File: src/rtl/spi_slave.sv
// SFR-mapped SPI slave: synchronised SCK/SSn/MOSI, 8-bit frames in modes 0-3,
// one-byte TX buffer, RX data/flags behind the byte-wide SFR bus, interrupt out.
module spi_slave #(
  parameter logic [7:0] SSCR_ADDR = 8'h02,
  parameter logic [7:0] SSSR_ADDR = 8'h03,
  parameter logic [7:0] SSDR_ADDR = 8'h04
) (
  input  logic       CLK,
  input  logic       RESETn,
  input  logic       psel,
  input  logic       penable,
  input  logic       WE,
  input  logic       RE,
  input  logic [7:0] ADDRD,
  input  logic [7:0] DATABI,
  output logic [7:0] DATAB,
  input  logic       SCK,
  input  logic       SSn,
  input  logic       MOSI,
  output logic       MISO,
  output logic       INT,
  input  logic       ES,
  output logic       spis_busy
);

  typedef enum logic {IDLE, ACTIVE} state_t;

  state_t     r_state, w_state_nxt;
  logic [1:0] r_sck_s, r_ss_s, r_mosi_s;
  logic       r_sck_d, r_ss_d;
  logic       r_spie, r_spe, r_dord, r_cpol, r_cpha;
  logic       r_spif, r_ovr, r_txe;
  logic [7:0] r_txbuf, r_tx_sh, r_rx_sh, r_rx_data;
  logic [2:0] r_bcnt;
  logic       r_miso, r_int;

  logic       w_unused_re;
  logic       w_apb_wr, w_wr_sscr, w_wr_sssr, w_wr_ssdr;
  logic       w_sck_rise, w_sck_fall, w_ss_fall, w_ss_rise;
  logic       w_sample, w_drive, w_active, w_enter;
  logic       w_byte_done, w_load, w_clr_spif, w_clr_ovr;
  logic [7:0] w_rx_next;
  logic       w_busy;

  assign w_unused_re = RE;

  assign w_apb_wr  = psel & ~penable & WE;
  assign w_wr_sscr = w_apb_wr && (ADDRD == SSCR_ADDR);
  assign w_wr_sssr = w_apb_wr && (ADDRD == SSSR_ADDR);
  assign w_wr_ssdr = w_apb_wr && (ADDRD == SSDR_ADDR);
  assign w_clr_spif = w_wr_sssr & DATABI[0];
  assign w_clr_ovr  = w_wr_sssr & DATABI[1];

  assign w_sck_rise = r_sck_s[1] & ~r_sck_d;
  assign w_sck_fall = ~r_sck_s[1] & r_sck_d;
  assign w_ss_fall  = ~r_ss_s[1] & r_ss_d;
  assign w_ss_rise  = r_ss_s[1] & ~r_ss_d;
  assign w_sample   = (r_cpol == r_cpha) ? w_sck_rise : w_sck_fall;
  assign w_drive    = (r_cpol == r_cpha) ? w_sck_fall : w_sck_rise;

  assign w_active    = (r_state == ACTIVE);
  assign w_enter     = (r_state == IDLE) & r_spe & w_ss_fall;
  assign w_rx_next   = r_dord ? {r_mosi_s[1], r_rx_sh[7:1]} : {r_rx_sh[6:0], r_mosi_s[1]};
  assign w_byte_done = w_active & w_sample & ~w_ss_rise & (r_bcnt == 3'd7);
  // bcnt==0 on a drive edge is both the cpha=1 first-bit load and the cpha=0
  // post-byte reload; cpha=0 additionally preloads on frame entry.
  assign w_load = r_spe & ((w_enter & ~r_cpha) |
                           (w_active & w_drive & ~w_ss_rise & (r_bcnt == 3'd0)));

  always_ff @(posedge CLK) begin
    if (!RESETn) r_state <= IDLE;
    else         r_state <= w_state_nxt;
  end

  always_comb begin
    w_state_nxt = r_state;
    case (r_state)
      IDLE:    if (r_spe && w_ss_fall) w_state_nxt = ACTIVE;
      ACTIVE:  if (!r_spe || w_ss_rise) w_state_nxt = IDLE;
      default: w_state_nxt = IDLE;
    endcase
  end

  always_comb begin
    w_busy = (r_state == ACTIVE);
  end

  always_ff @(posedge CLK) begin
    if (!RESETn) begin
      r_sck_s <= '0; r_ss_s <= '0; r_mosi_s <= '0;
      r_sck_d <= 1'b0; r_ss_d <= 1'b0;
      r_spie <= 1'b0; r_spe <= 1'b0; r_dord <= 1'b0; r_cpol <= 1'b0; r_cpha <= 1'b0;
      r_spif <= 1'b0; r_ovr <= 1'b0; r_txe <= 1'b1;
      r_txbuf <= '0; r_tx_sh <= '0; r_rx_sh <= '0; r_rx_data <= '0;
      r_bcnt <= '0; r_miso <= 1'b0; r_int <= 1'b0;
    end else begin
      r_sck_s  <= {r_sck_s[0], SCK};
      r_ss_s   <= {r_ss_s[0], SSn};
      r_mosi_s <= {r_mosi_s[0], MOSI};
      r_sck_d  <= r_sck_s[1];
      r_ss_d   <= r_ss_s[1];

      if (w_wr_sscr) begin
        r_spie <= DATABI[7]; r_spe <= DATABI[6]; r_dord <= DATABI[5];
        r_cpol <= DATABI[3]; r_cpha <= DATABI[2];
      end

      if (!r_spe) begin
        r_bcnt <= '0; r_rx_sh <= '0; r_tx_sh <= '0; r_rx_data <= '0;
        r_spif <= 1'b0; r_ovr <= 1'b0; r_txe <= 1'b1;
      end else begin
        if (w_load) begin
          r_tx_sh <= r_txe ? 8'h00 : r_txbuf;
          r_txe   <= 1'b1;
        end else if (w_active && w_drive) begin
          r_tx_sh <= r_dord ? {1'b0, r_tx_sh[7:1]} : {r_tx_sh[6:0], 1'b0};
        end

        if (w_active && w_ss_rise) begin
          r_bcnt  <= '0;
          r_rx_sh <= '0;
        end else if (w_active && w_sample) begin
          r_rx_sh <= w_rx_next;
          r_bcnt  <= r_bcnt + 3'd1;
          if (r_bcnt == 3'd7) r_rx_data <= w_rx_next;
        end

        r_spif <= w_byte_done | (r_spif & ~w_clr_spif);
        r_ovr  <= (w_byte_done & r_spif & ~w_clr_spif) | (r_ovr & ~w_clr_ovr);
      end

      // A coincident load has already taken the old contents above.
      if (w_wr_ssdr) begin
        r_txbuf <= DATABI;
        r_txe   <= 1'b0;
      end

      r_miso <= w_active ? (r_dord ? r_tx_sh[0] : r_tx_sh[7]) : 1'b0;
      r_int  <= r_spif & r_spie & ES;
    end
  end

  always_comb begin
    DATAB = '0;
    case (ADDRD)
      SSCR_ADDR: DATAB = {r_spie, r_spe, r_dord, 1'b0, r_cpol, r_cpha, 2'b00};
      SSSR_ADDR: DATAB = {5'b00000, r_txe, r_ovr, r_spif};
      SSDR_ADDR: DATAB = r_rx_data;
      default:   DATAB = '0;
    endcase
  end

  assign MISO      = r_miso;
  assign INT       = r_int;
  assign spis_busy = w_busy;

endmodule

File: config.mk
export PLATFORM = sky130hd
export DESIGN_NAME = spi_slave
export DESIGN_NICKNAME = d
export VERILOG_FILES = /design/src/rtl/spi_slave.sv
export SDC_FILE = /design/constraint.sdc
export NUM_CORES = 1
export LEC_CHECK = 0
export ABC_AREA = 0
export CORE_AREA = 2 2 88 90
export DETAILED_ROUTE_END_ITERATION = 8
export DIE_AREA = 0 0 90 92
export PLACE_DENSITY = 0.55
export SLEW_MARGIN = 20
export SYNTH_ARGS = -nofsm -noshare
export SYNTH_HDL_FRONTEND = slang
export SYNTH_SLANG_ARGS = --single-unit
File: constraint.sdc
create_clock -name CLK -period 2.9 [get_ports CLK]
set_clock_uncertainty 0.05 [all_clocks]
set_input_delay 0.87 -clock CLK [delete_from_list [all_inputs] [get_ports CLK]]
set_output_delay 0.87 -clock CLK [all_outputs]
set_load 0.005 [all_outputs]
## Word-level counts from Yosys, hierarchy flattened

Index checks and enable logic that the tools add are counted.

- Add/sub/neg operators: 1
- Equality and inequality tests: 6
- Muxes and demuxes: 15
- Bitwise logic cells: 40
- Reductions and logical operators: 15

Operators with widths:

| cell | count |
|---|---|
| two-way mux 8 bit | 5 |
| AND 1 bit | 24 |
| one-hot mux 8 bit (3 select lines) | 1 |
| == test 8 x 2 -> 1 bit (second input constant) | 2 |
| NOT 1 bit | 13 |
| == test 8 x 3 -> 1 bit (second input constant) | 1 |
| two-way mux 1 bit | 8 |
| logical AND 1 bit | 7 |
| AND reduction 2 bit | 2 |
| adder 3 x 1 -> 3 bit (second input constant) | 1 |
| == test 3 bit (second input constant) | 1 |
| logical NOT 3 bit | 1 |
| != test 3 x 1 -> 1 bit (second input constant) | 1 |
| OR 1 bit | 3 |
| AND reduction 3 bit | 1 |
| OR reduction 3 bit | 1 |
| one-hot mux 1 bit (2 select lines) | 1 |
| nonzero test 2 bit | 1 |
| == test 1 bit | 1 |
| logical NOT 1 bit | 1 |
| logical OR 1 bit | 1 |

- Register bits: 54
- Output and inout bits: 11
- Word-level logic and storage cells: 98

## Logic depth before layout (Yosys ltp)

- Word-level depth: 11
- Mapped depth: 7
- Gate-level depth less buffers: 6

## Least setup slack after synthesis

OpenSTA, ideal clock, no wires.

- Path type: input to output
- From: in ADDRD[3]
- To: out DATAB[3]
- Arrival: 1,809 ps
- Setup slack: 171 ps
- Stages: 4
- Path buffers: 0
- Cell sequence: nor4_1 > nand2b_1 > or2_2 > nor2_1

- Word-level cells in the longest chain between the ends: 2

RTL lines:

| what | RTL line | text |
|---|---|---|
| from (decl) | 14 | `input logic [7:0] ADDRD,` |
| == test 8 x 3 -> 1 bit / == test 8 x 2 -> 1 bit (equally long branches) | 145 | `case (ADDRD)` |
| one-hot mux 8 bit (3 select lines) * | 145 |  |
| to (decl) | 16 | `output logic [7:0] DATAB,` |

Every way passes the cells marked *; elsewhere a longest branch is shown, timed or not.

## Worst setup path in the final report

- From: in ADDRD[5]
- To: out DATAB[5]

The elaborated chain is that of the path after synthesis.

==> metrics.cfg <==
[worst_setup_path]
crit_type=in2out
critical-path-top-delay-family=simple AND/OR/NAND/NOR gates
startpoint_type=primary input
cp_slowest_cell=nor4_4
cpPeakStageDelay_ps=340
crit_path_cell_trace=buf_6 -> nor4_4 -> nand2b_4 -> or2_4 -> buf_6 -> nor2_4 -> buf_2
path_common_cell=buf_6
cp_data_required_time_ps=1980
cp_num_buf_inv=3
crit_path_end_kind=output port
arrival_ps=1980
crit_path_start=ADDRD[5]
r2r_start=r_cpha
path_max_fanout=3

[place]
dp_hpwl_um=4490
place_inst=408
dp_worst_setup_slack_ps=-944.5
place_area_um2=3024
io_buffers=35
gp_congestion=0.8120

[global_routing]
grt_pass1_vias=2067
grt_pass1_wl_um=9963
antenna_found_initial=0
met1_usage_pct=19.21
grt-ovfl-total=0
top_usage_layer=met2
grt_max_degree=21
grt_use_total_pct=14.69
use_met2_pct=25.38
grt_use_met3_pct=2.712

[timing]
final.min_clock_period_ps=2895
whs_ps=386.9
relSlewSlack_pct=62.31
fmax_ghz=0.3454
setup_slack_ps=4.747
grt_setup_unrepaired=yes
drv_slew=0
hold_viol=0
min_period_over_period_pct=99.84
worstMarginPinSlew_ps=554.4
setup_viol=0

[detailed_routing]
drt_iter0_drc=68
wl_per_cell_um=14.36
drc_errors=0
vias=2083
vias_per_cell=4.971
wl_um=6018
ant_nets=0
first_pass_iters=4

[finish]
stdcell_count=419
mostFrequentLayoutCells=dfxtp_1 (54), nand2_1 (32), mux2i_1 (27), a211oi_1 (19), clkdlybuf4s50_1 (19)
nets=346
diodes=0
area_growth_pct=26.59
final_common_cell=dfxtp_1
layout-drive-gt1-share_pct=16.09
final_area_um2=3169
final_core_util_pct=42.56

[floorplan]
dieArea_um2=8280
core.rowCount=32
core_area_um2=7447
die_w_um=90
start_util_pct=33.62
num_io_pins=37
die_h_um=92

[synth]
ys_seq_area_share_pct=43.18
ys_types=41
netlist.area_leader.share_pct=43.18
avgSynthCellArea_um2=9.137
synth-edff-count=0
yosys.area.top_type=dfxtp_1
synth_area_um2=2504
yosysWarnings=0
ys_ff_latch=54
syn_inst=274
ys.flop_type=dfxtp_1
synthArstFlopShare_pct=0
ys_top_cells_by_area=dfxtp_1 (43%), mux2i_1 (11%), a211oi_1 (5.7%)
syn_nets=303

[power_and_ir_drop]
power_density_nw_per_um2=385.5
ir_worst_vdd_mv=0.2807
leakagePower_nw=1.144

[hold_path]
holdCritStartpoint=r_sck_s[0]
hold_class=reg2reg

[clocking]
clockRootBuffer=clkbuf_8
clk_latency_ps=300
cts_made_buffers=5
cts_buffer_depth=2
ctsHoldBuffers=0
cts_tree=done
cts.clk_slew.worst_paths_ps=90
h-tree-depth=2
cts_sinks=54

[run_status]
status=finished, final reports clean

[run]
cap_violations=0

timing repair:
item                                    CTS  global route
gates resized for setup                  58             3
buffers inserted                          4             1
pin swaps                                 7             3
endpoints found under the setup margin    8             5
flip-flops by register name, summed over array words and instances (netlist names), 2 cells and up:
signal,cells
r_ss_s,2
r_bcnt,3
r_tx_sh,8
r_rx_data,8
r_rx_sh,8
r_mosi_s,2
r_sck_s,2
r_txbuf,8
worst register-to-register path, stage by stage, from the launching register on:
cell	delay, ps
dfxtp_1	480
xor2_1	330
mux2i_2	560
buf_4	310
a21oi_1	80
a211oi_1	200
worst paths after layout:
kind | endpoint | slack (ps) | depth (start not counted)
setup / recovery | DATAB[5] | 5 | 7
hold / removal | r_sck_s[1] | 390 | 1
setup reg to reg | r_rx_data[6] | 800 | 5
hold reg to reg | r_sck_s[1] | 390 | 1
metal layers:
layer / wire (um) / part of all wire [%]
met2: 2926 / 49
met1: 2921 / 49
met3: 130 / 2.2
met4: 40 / 0.66
met5: 0 / 0
final cells by class:
class / instances / area (um2)
fill: 779 / 4278
multi-input combinational: 197 / 1405
sequential: 54 / 1081
timing repair buffer: 54 / 456.7
tap: 102 / 127.6
clock buffer: 6 / 72.57
inverter: 5 / 18.77
clock inverter: 1 / 7.507
cells in the mapped netlist, types with 2 or more instances:
cell type and n:
a22oi_1 7, nor3_1 6, a32o_1 2, o21ai_0 2, dfxtp_1 54, and3_1 2, xnor2_1 2, nand3_1 2
inv_1 5, o21bai_1 2, buf_1 2, nand3b_1 2, nor2_1 22, nor2b_1 8, a2111oi_0 11, ha_1 3
nand2_1 32, a21oi_1 10, and2_1 14, buf_2 5, clkbuf_1 11, nand2b_1 4, mux2i_1 28, a211oi_1 19
and3b_1 2, mux2_2 2
logic make-up (layout without fill, tap and decap cells):
kind of cell | count (synthesis) | after routing | share of synthesized area [%]
XOR/XNOR | 3 | 3 | 1.050
AND/OR/NAND/NOR | 102 | 102 | 20.84
flip-flops | 54 | 54 | 43.18
AO/OA/AOI/OAI | 58 | 58 | 17.09
adder cells (fa/ha/maj) | 3 | 3 | 1.499
multiplexers | 31 | 31 | 12.64
buffers and inverters | 23 | 66 | 3.698
metrics by stage:
| step | total power, mW | setup TNS (ps) |
|---|---|---|
| CTS | 1.246 | -21.84 |
| detailed placement | 0.8373 | -5742 |
| floorplan | 0.7877 | 0 |
| global route | 1.282 | -131.0 |
| global placement | 0.8370 | -5370 |
| finish | 1.222 | 0 |
power breakdown:
part | internal, mW | leakage [nW] | switching [mW] | total (mW)
registers | 0.745 | 0.436 | 0.00253 | 0.748
clock network | 0.166 | 0.0373 | 0.232 | 0.398
logic | 0.0455 | 0.670 | 0.0304 | 0.0759
Power figures use the tool's default switching activity.
